File: src/rtl/sample_loader_pkg.sv
// Shared widths, limits and state encoding for the sample loader.
// Latency: none (declarations only).
// Backpressure: none (declarations only).
package sample_loader_pkg;

   localparam int ADDR_W               = 10;
   localparam int LABEL_W              = 4;
   localparam int BYTE_W               = 8;
   localparam int DEF_BYTES_PER_SAMPLE = 62;
   localparam int FEAT_W               = DEF_BYTES_PER_SAMPLE * BYTE_W;
   localparam int MAX_LABEL            = 9;

   typedef enum logic [2:0] {
      ST_IDLE     = 3'd0,
      ST_FEATURES = 3'd1,
      ST_LABEL    = 3'd2,
      ST_WRITE    = 3'd3,
      ST_DONE     = 3'd4
   } state_e;

   // A label byte is legal only when it encodes a class 0..MAX_LABEL
   function automatic logic label_out_of_range(input logic [BYTE_W-1:0] b);
      return (b[7:4] != 4'd0) || (b[3:0] > 4'(MAX_LABEL));
   endfunction

endpackage

File: src/rtl/sample_loader_if.sv
// Byte stream in, sample memory write port out, plus run status.
// Latency: none (wiring only).
// Backpressure: in_ready from the loader throttles the byte source.
interface sample_loader_if
   import sample_loader_pkg::*;
#(
   parameter int FW = FEAT_W
)
();
   logic                start;
   logic [BYTE_W-1:0]   in_byte;
   logic                in_valid;
   logic                in_ready;
   logic                wr_en;
   logic [ADDR_W-1:0]   wr_addr;
   logic [FW-1:0]       wr_data;
   logic [LABEL_W-1:0]  wr_label;
   logic                busy;
   logic                load_done;
   logic                label_err;

   // Loader side
   modport slave (
      input  start, in_byte, in_valid,
      output in_ready, wr_en, wr_addr, wr_data, wr_label, busy, load_done, label_err
   );

   // Byte source / memory controller side
   modport master (
      output start, in_byte, in_valid,
      input  in_ready, wr_en, wr_addr, wr_data, wr_label, busy, load_done, label_err
   );
endinterface

File: src/rtl/sample_loader_feature_assembler.sv
// Collects one sample's feature bytes into lane-indexed byte slots.
// Latency: a byte lands in its lane on the edge it is loaded.
// Backpressure: none; the caller only pulses load_i on accepted bytes.
module feature_assembler
   import sample_loader_pkg::*;
#(
   parameter int BYTES_PER_SAMPLE = DEF_BYTES_PER_SAMPLE
)
(
   input  logic                               clk,
   input  logic                               rst,
   input  logic                               clear_i,
   input  logic                               load_i,
   input  logic [BYTE_W-1:0]                  byte_i,
   output logic [BYTES_PER_SAMPLE*BYTE_W-1:0] data_o,
   output logic                               last_o
);

   localparam int CNT_W = (BYTES_PER_SAMPLE > 1) ? $clog2(BYTES_PER_SAMPLE) : 1;
   localparam logic [CNT_W-1:0] LAST_LANE = CNT_W'(BYTES_PER_SAMPLE - 1);

   logic [BYTES_PER_SAMPLE-1:0][BYTE_W-1:0] lanes_q;
   logic [CNT_W-1:0]                        byte_cnt_q;
   logic [CNT_W-1:0]                        byte_cnt_d;

   // Lane pointer: restarts on a new run, wraps after the last feature byte
   always_comb begin
      byte_cnt_d = byte_cnt_q;
      if (clear_i) begin
         byte_cnt_d = '0;
      end else if (load_i) begin
         byte_cnt_d = (byte_cnt_q == LAST_LANE) ? '0 : byte_cnt_q + CNT_W'(1);
      end
   end

   // Lane storage and pointer; lanes only change on an accepted byte
   always_ff @(posedge clk) begin
      if (rst) begin
         lanes_q    <= '0;
         byte_cnt_q <= '0;
      end else begin
         byte_cnt_q <= byte_cnt_d;
         if (load_i) begin
            lanes_q[byte_cnt_q] <= byte_i;
         end
      end
   end

   assign data_o = lanes_q;
   assign last_o = (byte_cnt_q == LAST_LANE);

endmodule

File: src/rtl/sample_loader.sv
// Loads NUM_SAMPLES (features + label) records from a byte stream into sample memories.
// Latency: write strobe one cycle after the label byte; BYTES_PER_SAMPLE+2 cycles/sample minimum.
// Backpressure: in_ready only in FEATURES/LABEL; in_valid=0 stalls with all state held.
module sample_loader
   import sample_loader_pkg::*;
#(
   parameter int NUM_SAMPLES      = 750,
   parameter int BYTES_PER_SAMPLE = DEF_BYTES_PER_SAMPLE
)
(
   input  logic            clk,
   input  logic            rst,
   sample_loader_if.slave  ld
);

   localparam logic [ADDR_W-1:0] LAST_ADDR = ADDR_W'(NUM_SAMPLES - 1);

   state_e               state_q, state_d;
   logic [ADDR_W-1:0]    sample_cnt_q, sample_cnt_d;
   logic [ADDR_W-1:0]    wr_addr_q, wr_addr_d;
   logic [LABEL_W-1:0]   wr_label_q, wr_label_d;
   logic                 label_err_q, label_err_d;
   logic                 load_done_q, load_done_d;
   logic                 in_ready_q;
   logic                 wr_en_q;
   logic                 busy_q;

   logic                 xfer;
   logic                 run_start;
   logic                 feat_load;
   logic                 last_byte;
   logic [BYTES_PER_SAMPLE*BYTE_W-1:0] feat_data;

   assign xfer = ld.in_valid & in_ready_q;

   feature_assembler #(
      .BYTES_PER_SAMPLE (BYTES_PER_SAMPLE)
   ) u_feature_assembler (
      .clk     (clk),
      .rst     (rst),
      .clear_i (run_start),
      .load_i  (feat_load),
      .byte_i  (ld.in_byte),
      .data_o  (feat_data),
      .last_o  (last_byte)
   );

   // Next state, counters and sticky flags; start only honoured when idle or done
   always_comb begin
      state_d      = state_q;
      sample_cnt_d = sample_cnt_q;
      wr_addr_d    = wr_addr_q;
      wr_label_d   = wr_label_q;
      label_err_d  = label_err_q;
      load_done_d  = load_done_q;
      run_start    = 1'b0;
      feat_load    = 1'b0;
      case (state_q)
         ST_IDLE, ST_DONE: begin
            if (ld.start) begin
               state_d      = ST_FEATURES;
               sample_cnt_d = '0;
               label_err_d  = 1'b0;
               load_done_d  = 1'b0;
               run_start    = 1'b1;
            end
         end
         ST_FEATURES: begin
            if (xfer) begin
               feat_load = 1'b1;
               if (last_byte) begin
                  state_d = ST_LABEL;
               end
            end
         end
         ST_LABEL: begin
            if (xfer) begin
               wr_label_d = ld.in_byte[LABEL_W-1:0];
               wr_addr_d  = sample_cnt_q;
               if (label_out_of_range(ld.in_byte)) begin
                  label_err_d = 1'b1;
               end
               state_d = ST_WRITE;
            end
         end
         ST_WRITE: begin
            // The last sample parks the counter instead of wrapping it
            if (sample_cnt_q == LAST_ADDR) begin
               state_d     = ST_DONE;
               load_done_d = 1'b1;
            end else begin
               sample_cnt_d = sample_cnt_q + ADDR_W'(1);
               state_d      = ST_FEATURES;
            end
         end
         default: begin
            state_d = ST_IDLE;
         end
      endcase
   end

   // State and registered outputs; status outputs decoded from the next state
   always_ff @(posedge clk) begin
      if (rst) begin
         state_q      <= ST_IDLE;
         sample_cnt_q <= '0;
         wr_addr_q    <= '0;
         wr_label_q   <= '0;
         label_err_q  <= 1'b0;
         load_done_q  <= 1'b0;
         in_ready_q   <= 1'b0;
         wr_en_q      <= 1'b0;
         busy_q       <= 1'b0;
      end else begin
         state_q      <= state_d;
         sample_cnt_q <= sample_cnt_d;
         wr_addr_q    <= wr_addr_d;
         wr_label_q   <= wr_label_d;
         label_err_q  <= label_err_d;
         load_done_q  <= load_done_d;
         in_ready_q   <= (state_d == ST_FEATURES) || (state_d == ST_LABEL);
         wr_en_q      <= (state_d == ST_WRITE);
         busy_q       <= (state_d == ST_FEATURES) || (state_d == ST_LABEL) ||
                         (state_d == ST_WRITE);
      end
   end

   assign ld.in_ready  = in_ready_q;
   assign ld.wr_en     = wr_en_q;
   assign ld.wr_addr   = wr_addr_q;
   assign ld.wr_data   = feat_data;
   assign ld.wr_label  = wr_label_q;
   assign ld.busy      = busy_q;
   assign ld.load_done = load_done_q;
   assign ld.label_err = label_err_q;

endmodule

File: src/flat_wrapper.sv
// flat-port wrapper written by rule: the top's interface ports become plain ports
module sample_loader_flat import sample_loader_pkg::*;
#(
   parameter int NUM_SAMPLES      = 750,
   parameter int BYTES_PER_SAMPLE = DEF_BYTES_PER_SAMPLE
)
  (clk, rst, ld_start, ld_in_byte, ld_in_valid, ld_in_ready, ld_wr_en, ld_wr_addr, ld_wr_data, ld_wr_label, ld_busy, ld_load_done, ld_label_err);
  sample_loader_if ld_i ();
  input  logic clk;
  input  logic rst;
  input wire logic [$bits(ld_i.start)-1:0] ld_start;
  input wire logic [$bits(ld_i.in_byte)-1:0] ld_in_byte;
  input wire logic [$bits(ld_i.in_valid)-1:0] ld_in_valid;
  output wire logic [$bits(ld_i.in_ready)-1:0] ld_in_ready;
  output wire logic [$bits(ld_i.wr_en)-1:0] ld_wr_en;
  output wire logic [$bits(ld_i.wr_addr)-1:0] ld_wr_addr;
  output wire logic [$bits(ld_i.wr_data)-1:0] ld_wr_data;
  output wire logic [$bits(ld_i.wr_label)-1:0] ld_wr_label;
  output wire logic [$bits(ld_i.busy)-1:0] ld_busy;
  output wire logic [$bits(ld_i.load_done)-1:0] ld_load_done;
  output wire logic [$bits(ld_i.label_err)-1:0] ld_label_err;
  assign ld_i.start = ld_start;
  assign ld_i.in_byte = ld_in_byte;
  assign ld_i.in_valid = ld_in_valid;
  assign ld_in_ready = ld_i.in_ready;
  assign ld_wr_en = ld_i.wr_en;
  assign ld_wr_addr = ld_i.wr_addr;
  assign ld_wr_data = ld_i.wr_data;
  assign ld_wr_label = ld_i.wr_label;
  assign ld_busy = ld_i.busy;
  assign ld_load_done = ld_i.load_done;
  assign ld_label_err = ld_i.label_err;
  sample_loader #(.NUM_SAMPLES(NUM_SAMPLES), .BYTES_PER_SAMPLE(BYTES_PER_SAMPLE)) u_core (.clk(clk), .rst(rst), .ld(ld_i));
endmodule
File: config.mk
export PLATFORM = sky130hd
export DESIGN_NAME = sample_loader_flat
export DESIGN_NICKNAME = d
export VERILOG_FILES = /design/src/rtl/sample_loader_pkg.sv /design/src/rtl/sample_loader_if.sv /design/src/rtl/sample_loader_feature_assembler.sv /design/src/rtl/sample_loader.sv /design/src/flat_wrapper.sv
export SDC_FILE = /design/constraint.sdc
export NUM_CORES = 1
export LEC_CHECK = 0
export ABC_AREA = 1
export CORE_AREA = 3 3 204 206
export DETAILED_ROUTE_END_ITERATION = 7
export DIE_AREA = 0 0 207 209
export PLACE_DENSITY_LB_ADDON = 0.05
export SETUP_SLACK_MARGIN = 0.15
export SYNTH_ARGS = -nofsm -noshare
export SYNTH_HDL_FRONTEND = slang
export SYNTH_SLANG_ARGS = --single-unit
File: constraint.sdc
create_clock -name clk -period 3.1 [get_ports clk]
set_input_delay 0.93 -clock clk [delete_from_list [all_inputs] [get_ports clk]]
set_output_delay 0.93 -clock clk [all_outputs]
set_load 0.05 [all_outputs]
Word level (Yosys, flattened, before mapping)
Cells that the tools add are included.
{"block": "word_totals", "regBits": 534, "input_bits": 12, "out_inout_bits": 515, "wordCells": 129}
{"block": "op_classes", "n_addsub": 2, "order_cmp": 3, "n_eq_ne": 14, "muxes": 23, "n_bitwise": 1, "n_reduce_logical": 14}
{"cell": "$bwmux W496", "count": 1}
{"cell": "$demux W8 S6", "count": 1}
{"cell": "$mux W10", "count": 2}
{"cell": "$pmux W10 S2", "count": 1}
{"cell": "$mux W3", "count": 5}
{"cell": "$eq A3 B2 Y1 const B", "count": 4}
{"cell": "$pmux W3 S4", "count": 1}
{"cell": "$add A10 B1 Y10 const B", "count": 1}
{"cell": "$eq A10 B10 Y1 const B", "count": 1}
{"cell": "$mux W1", "count": 8}
{"cell": "$mux W8", "count": 1}
{"cell": "$lt A6 B7 Y1 const B", "count": 1}
{"cell": "$add A6 B1 Y6 const B", "count": 1}
{"cell": "$eq A3 B1 Y1 const B", "count": 2}
{"cell": "$eq A6 B6 Y1 const B", "count": 1}
{"cell": "$ge A6 B1 Y1 const B", "count": 1}
{"cell": "$mux W6", "count": 1}
{"cell": "$ne A2 B1 Y1 const B", "count": 3}
{"cell": "$reduce_and A3 Y1", "count": 2}
{"cell": "$gt A4 B4 Y1 const B", "count": 1}
{"cell": "$ne A2 B2 Y1 const B", "count": 2}
{"cell": "$pmux W1 S2", "count": 2}
{"cell": "$reduce_and A4 Y1", "count": 1}
{"cell": "$reduce_bool A2 Y1", "count": 2}
{"cell": "other kinds (8)", "count": 11}

Longest topological paths before layout
{"block": "depth", "ltp_word": 7, "ltp_mapped": 11, "depth_no_buf": 10}

By module
Synthesis repeated with hierarchy kept, for this count alone.
{"block": "hier_totals", "hier_cells": 2994, "area_unflattened_um2": 20862.5}
{"mod": "feature_assembler", "n_inst": 1, "cells_each": 2799, "area_per_inst_um2": 19429.9, "seq_area_each_um2": 10049.6}
{"mod": "sample_loader", "n_inst": 1, "cells_each": 195, "area_per_inst_um2": 1432.6, "seq_area_each_um2": 640.6}

Worst setup path before layout
OpenSTA, ideal clock, no wires.
{"block": "synth_path", "path_type": "input port to flip-flop", "startpoint": "in ld_in_valid", "endpoint": "reg u_core.u_feature_assembler.lanes_q (netlist bit u_core.u_feature_assembler.data_o[453])", "setup_time_ps": 119, "t_arrival_ps": 2011, "required_ps": 2981, "path_slack_ps": 969, "cell_stages": 9, "n_path_buf": 2, "path_cell_list": "nand2_1 inv_1 nand2_4 buf_6 nor2_4 nand2_1 buf_2 o21ai_0 a21oi_1"}
{"block": "synth_via", "elab_chain_cells": 3}
{"item": "start, declared", "line_no": "flat_wrapper.sv:13", "source": "input wire logic [$bits(ld_i.in_valid)-1:0] ld_in_valid;"}
{"item": "$and A1 B1 Y1", "line_no": "sample_loader.sv:34", "source": "assign xfer = ld.in_valid & in_ready_q;"}
{"item": "$mux W1", "line_no": "sample_loader.sv:69", "source": "if (xfer) begin"}
{"item": "$mux W1", "line_no": "sample_loader.sv:58", "source": "case (state_q)"}
{"item": "end signal, assigned by index", "line_no": "sample_loader_feature_assembler.sv:44", "source": "lanes_q[byte_cnt_q] <= byte_i;"}
{"item": "end, declared", "line_no": "sample_loader_feature_assembler.sv:22", "source": "logic [BYTES_PER_SAMPLE-1:0][BYTE_W-1:0] lanes_q;"}
No other way between the ends.
A chain may end at the register's enable or synchronous reset.

Worst setup path in the final report
{"block": "layout_path", "startpoint": "reg u_core.u_feature_assembler.lanes_q (netlist bit u_core.u_feature_assembler.data_o[40])", "endpoint": "out ld_wr_data[40]"}
{"item": "end, declared", "line_no": "flat_wrapper.sv:17", "source": "output wire logic [$bits(ld_i.wr_data)-1:0] ld_wr_data;"}
No word-level cell between the ends.

==> metrics.md <==
| Metric | Value |
|---|---|
| Status | complete, no violations |
| Worst-case reg-to-reg path depth | 5 |
| Die X | 207 um |
| Root buf cell | clkbuf_16 |
| Crit path cell chain | clkdlybuf4s50_1 |
| DRT antenna net count | 0 |
| CTS Hold Buffers Added | 0 |
| Crit path DAT | 1.90 ns |
| Largest net degree at the start of global routing | 113 |
| Vias in the first global route | 16509 |
| Most used routing layer | met2 |
| WS Path Type | flop to output pin |
| Initial antenna violation count | 1 |
| # IOs | 527 |
| Power Density | 514.6 nW/um^2 |
| Final Worst Setup Slack | 0.2696 ns |
| XOR/XNOR share of the synthesized area | 0.0004490 |
| Measured slew at the worst slew-check pin | 0.8838 ns |
| CTS resizes | 0 |
| Crit end category | output pin |
| Slowest cell on crit path | clkdlybuf4s50_1 |
| Syn Inst Count | 2438 |
| # setup viols final | 0 |
| Adder-Cell Fraction of Synth Area | 0.002566 |
| Critical Path RT | 2.17 ns |
| Share of post-route cells with drive strength above 1 | 0.05563 |
| Ys async rst share | 0 |
| Nets | 2906 |
| CP Launch Type | flop |
| Setup Buffers After CTS | 0 |
| Top post-synthesis cells by area | dfxtp_1, a21oi_1, o21ai_0 |
| Leak | 9.206 nW |
| Synth Area in Compound Gates | 0.2698 |
| Die Y | 209 um |
| VDD IR max | 0.3724 mV |
| DR vias/cell | 5.126 |
| Main synth FF type | dfxtp_1 |
| Number of synthesized flops with an enable pin | 0 |
| Clk buf depth | 3 |
| Initial Util | 0.4899 |
| RSZ-0062 raised after global routing | false |
| Combinational family with the most area after synthesis | compound AO/OA/AOI/OAI gates |
| Buffers on Ports | 526 |
| # DRC | 0 |
| Std-Cell Rows | 73 |
| Synth cell types | 28 |
| Fillcell total | 3347 |
| Routed via count | 17712 |
| MaxCap Viol Count | 0 |
| Final min period | 2.830 ns |
| First-pass GRT wire length | 101000 um |
| Slew margin rel. | 0.4108 |
| Grt ovf | 0 |
| Synthesized cell area | 19510 sq um |
| Fin crit share | 0.9130 |
| Initial DRT Pass Iterations | 5 |
| Synth warn | 0 |
| Hpwl dp | 45900 um |
| Die area | 43260 sq um |
| Core Footprint | 39820 sq um |
| Top post-synthesis cells by count | dfxtp_1, a21oi_1, o21ai_0 |
| Min Hold Slack | 0.4394 ns |
| Post-synthesis sequential area ratio | 0.5480 |
| Met3 Usage GRT | 0.08737 |
| Synth top area share | 0.5480 |
| Total Routing Usage GR | 0.2985 |
| GP Congestion | 0.8700 |
| Min-Delay Path Class | flop to flop |
| Clk pin slew, worst setup/hold paths | 0.06 ns |
| CTS Buf Count | 54 |
| Post-place setup slack | -0.03177 ns |
| CTS tree | yes |
| Final WL | 68460 um |
| Ant. Diodes | 0 |
| Routed len/inst | 19.82 um |
| H-tree depth | 2 |
| Worst-path maximum fanout | 2 |
| Met1 usage | 0.3674 |
| Clock net sink count | 534 |
| Highest Clock Rate | 353.3 MHz |
| Hold Vio Cnt, Final | 0 |
| P&R area growth vs syn | 37.51% |
| Synth Area in Simple Gates | 0.04515 |
| Dominant cell type by area after synthesis | dfxtp_1 |
| Buf/Inv on CP | 1 |
| Most common cell in the netlist | dfxtp_1 |
| Crit path max-delay family | buffers and inverters |
| Final Slew Violations | 0 |
| Hold depth | 2 |
| Worst path max stage delay | 0.91 ns |
| Clk Latency, worst-skew pair | 0.60 ns |
| Post-synthesis mux area share | 0 |
| M2 GR Usage | 0.4853 |
| Net Count, Synth | 2454 |
| DRT iter0 DRCs | 1171 |
| Final Skew | 0.01690 ns |
| Flop and latch count out of synthesis | 534 |
| WP depth | 1 |
| Mean Syn Cell Area | 8.001 sq um |
metrics by stage:
step                  util  TNS [ns]  power, mW  area (sq um)  std cells
floorplan                -         0      7.349         19510       2438
global placement    0.6297         0      7.538         25080       3359
detailed placement  0.6297  -0.05752      7.546         25080       3359
CTS                 0.6736         0      13.89         26820       3455
global route        0.6736         0      14.20         26820       3455
finish              0.6736         0      13.80         26820       3455
layer usage:
metal  vias up  wire length (um)
met4         0              3064
met2       690             31540
li1       8752                 -
met5         -                 0
met1      8121             28080
met3       149              5778
logic make-up (layout without fill, tap and decap cells):
kind of cell,count (synthesis),count (layout)
xor+xnor,1,1
simple gates,180,180
fa+ha+maj,4,4
compound gates,1051,1051
flops,534,534
buf+inv,668,1160
worst paths after layout:
check	slack, ns	to	start
max	0.27	ld_wr_data[40]	u_core.u_feature_assembler.data_o[40]
min	0.44	u_core.u_feature_assembler.data_o[9]	u_core.u_feature_assembler.data_o[9]
max reg2reg	0.63	u_core.u_feature_assembler.data_o[105]	u_core.u_feature_assembler.byte_cnt_q[2]
min reg2reg	0.44	u_core.u_feature_assembler.data_o[9]	u_core.u_feature_assembler.data_o[9]
worst min-delay path, stage by stage, from the launching register on:
cell and delay [ns]:
dfxtp_1 0.31, inv_1 0.04, a21oi_1 0.05
registers in the layout, indices dropped and copies added (netlist names), 3 cells and up:
signal                                 flops
u_core.ld.wr_addr                         10
u_core.ld.wr_label                         4
u_core.sample_cnt_q                       10
u_core.state_q                             3
u_core.u_feature_assembler.byte_cnt_q      6
u_core.u_feature_assembler.data_o        496
power by group:
group / internal, mW / switching (mW)
sequential: 6.87 / 0.00926
clock: 3.72 / 2.69
combinational: 0.124 / 0.394
total: 10.7 / 3.09
placed cells by master, fill, tap and decap left out, drive strengths merged, types with 11 or more instances in the layout:
cell / Yosys / routed
a21oi: 526 / 526
buf: 63 / 54
clkbuf: 113 / 85
clkdlybuf4s50: 0 / 518
clkinv: 3 / 13
dfxtp: 534 / 534
inv: 489 / 489
nand2: 94 / 94
nand3: 23 / 23
nor2: 41 / 41
nor3: 11 / 11
o21ai: 523 / 523
final cells by class:
cell class                      count  area [sq um]  share of cell area
Clock buffer                       85          1692             0.06306
Clock inverter                     11         57.56            0.002146
Multi-Input combinational cell   1236          6203              0.2313
Tap cell                          525         656.9             0.02449
Timing Repair Buffer              572          5670              0.2114
Inverter                          492          1854             0.06913
Sequential cell                   534         10690              0.3985
(Power assumes the default switching activity.)
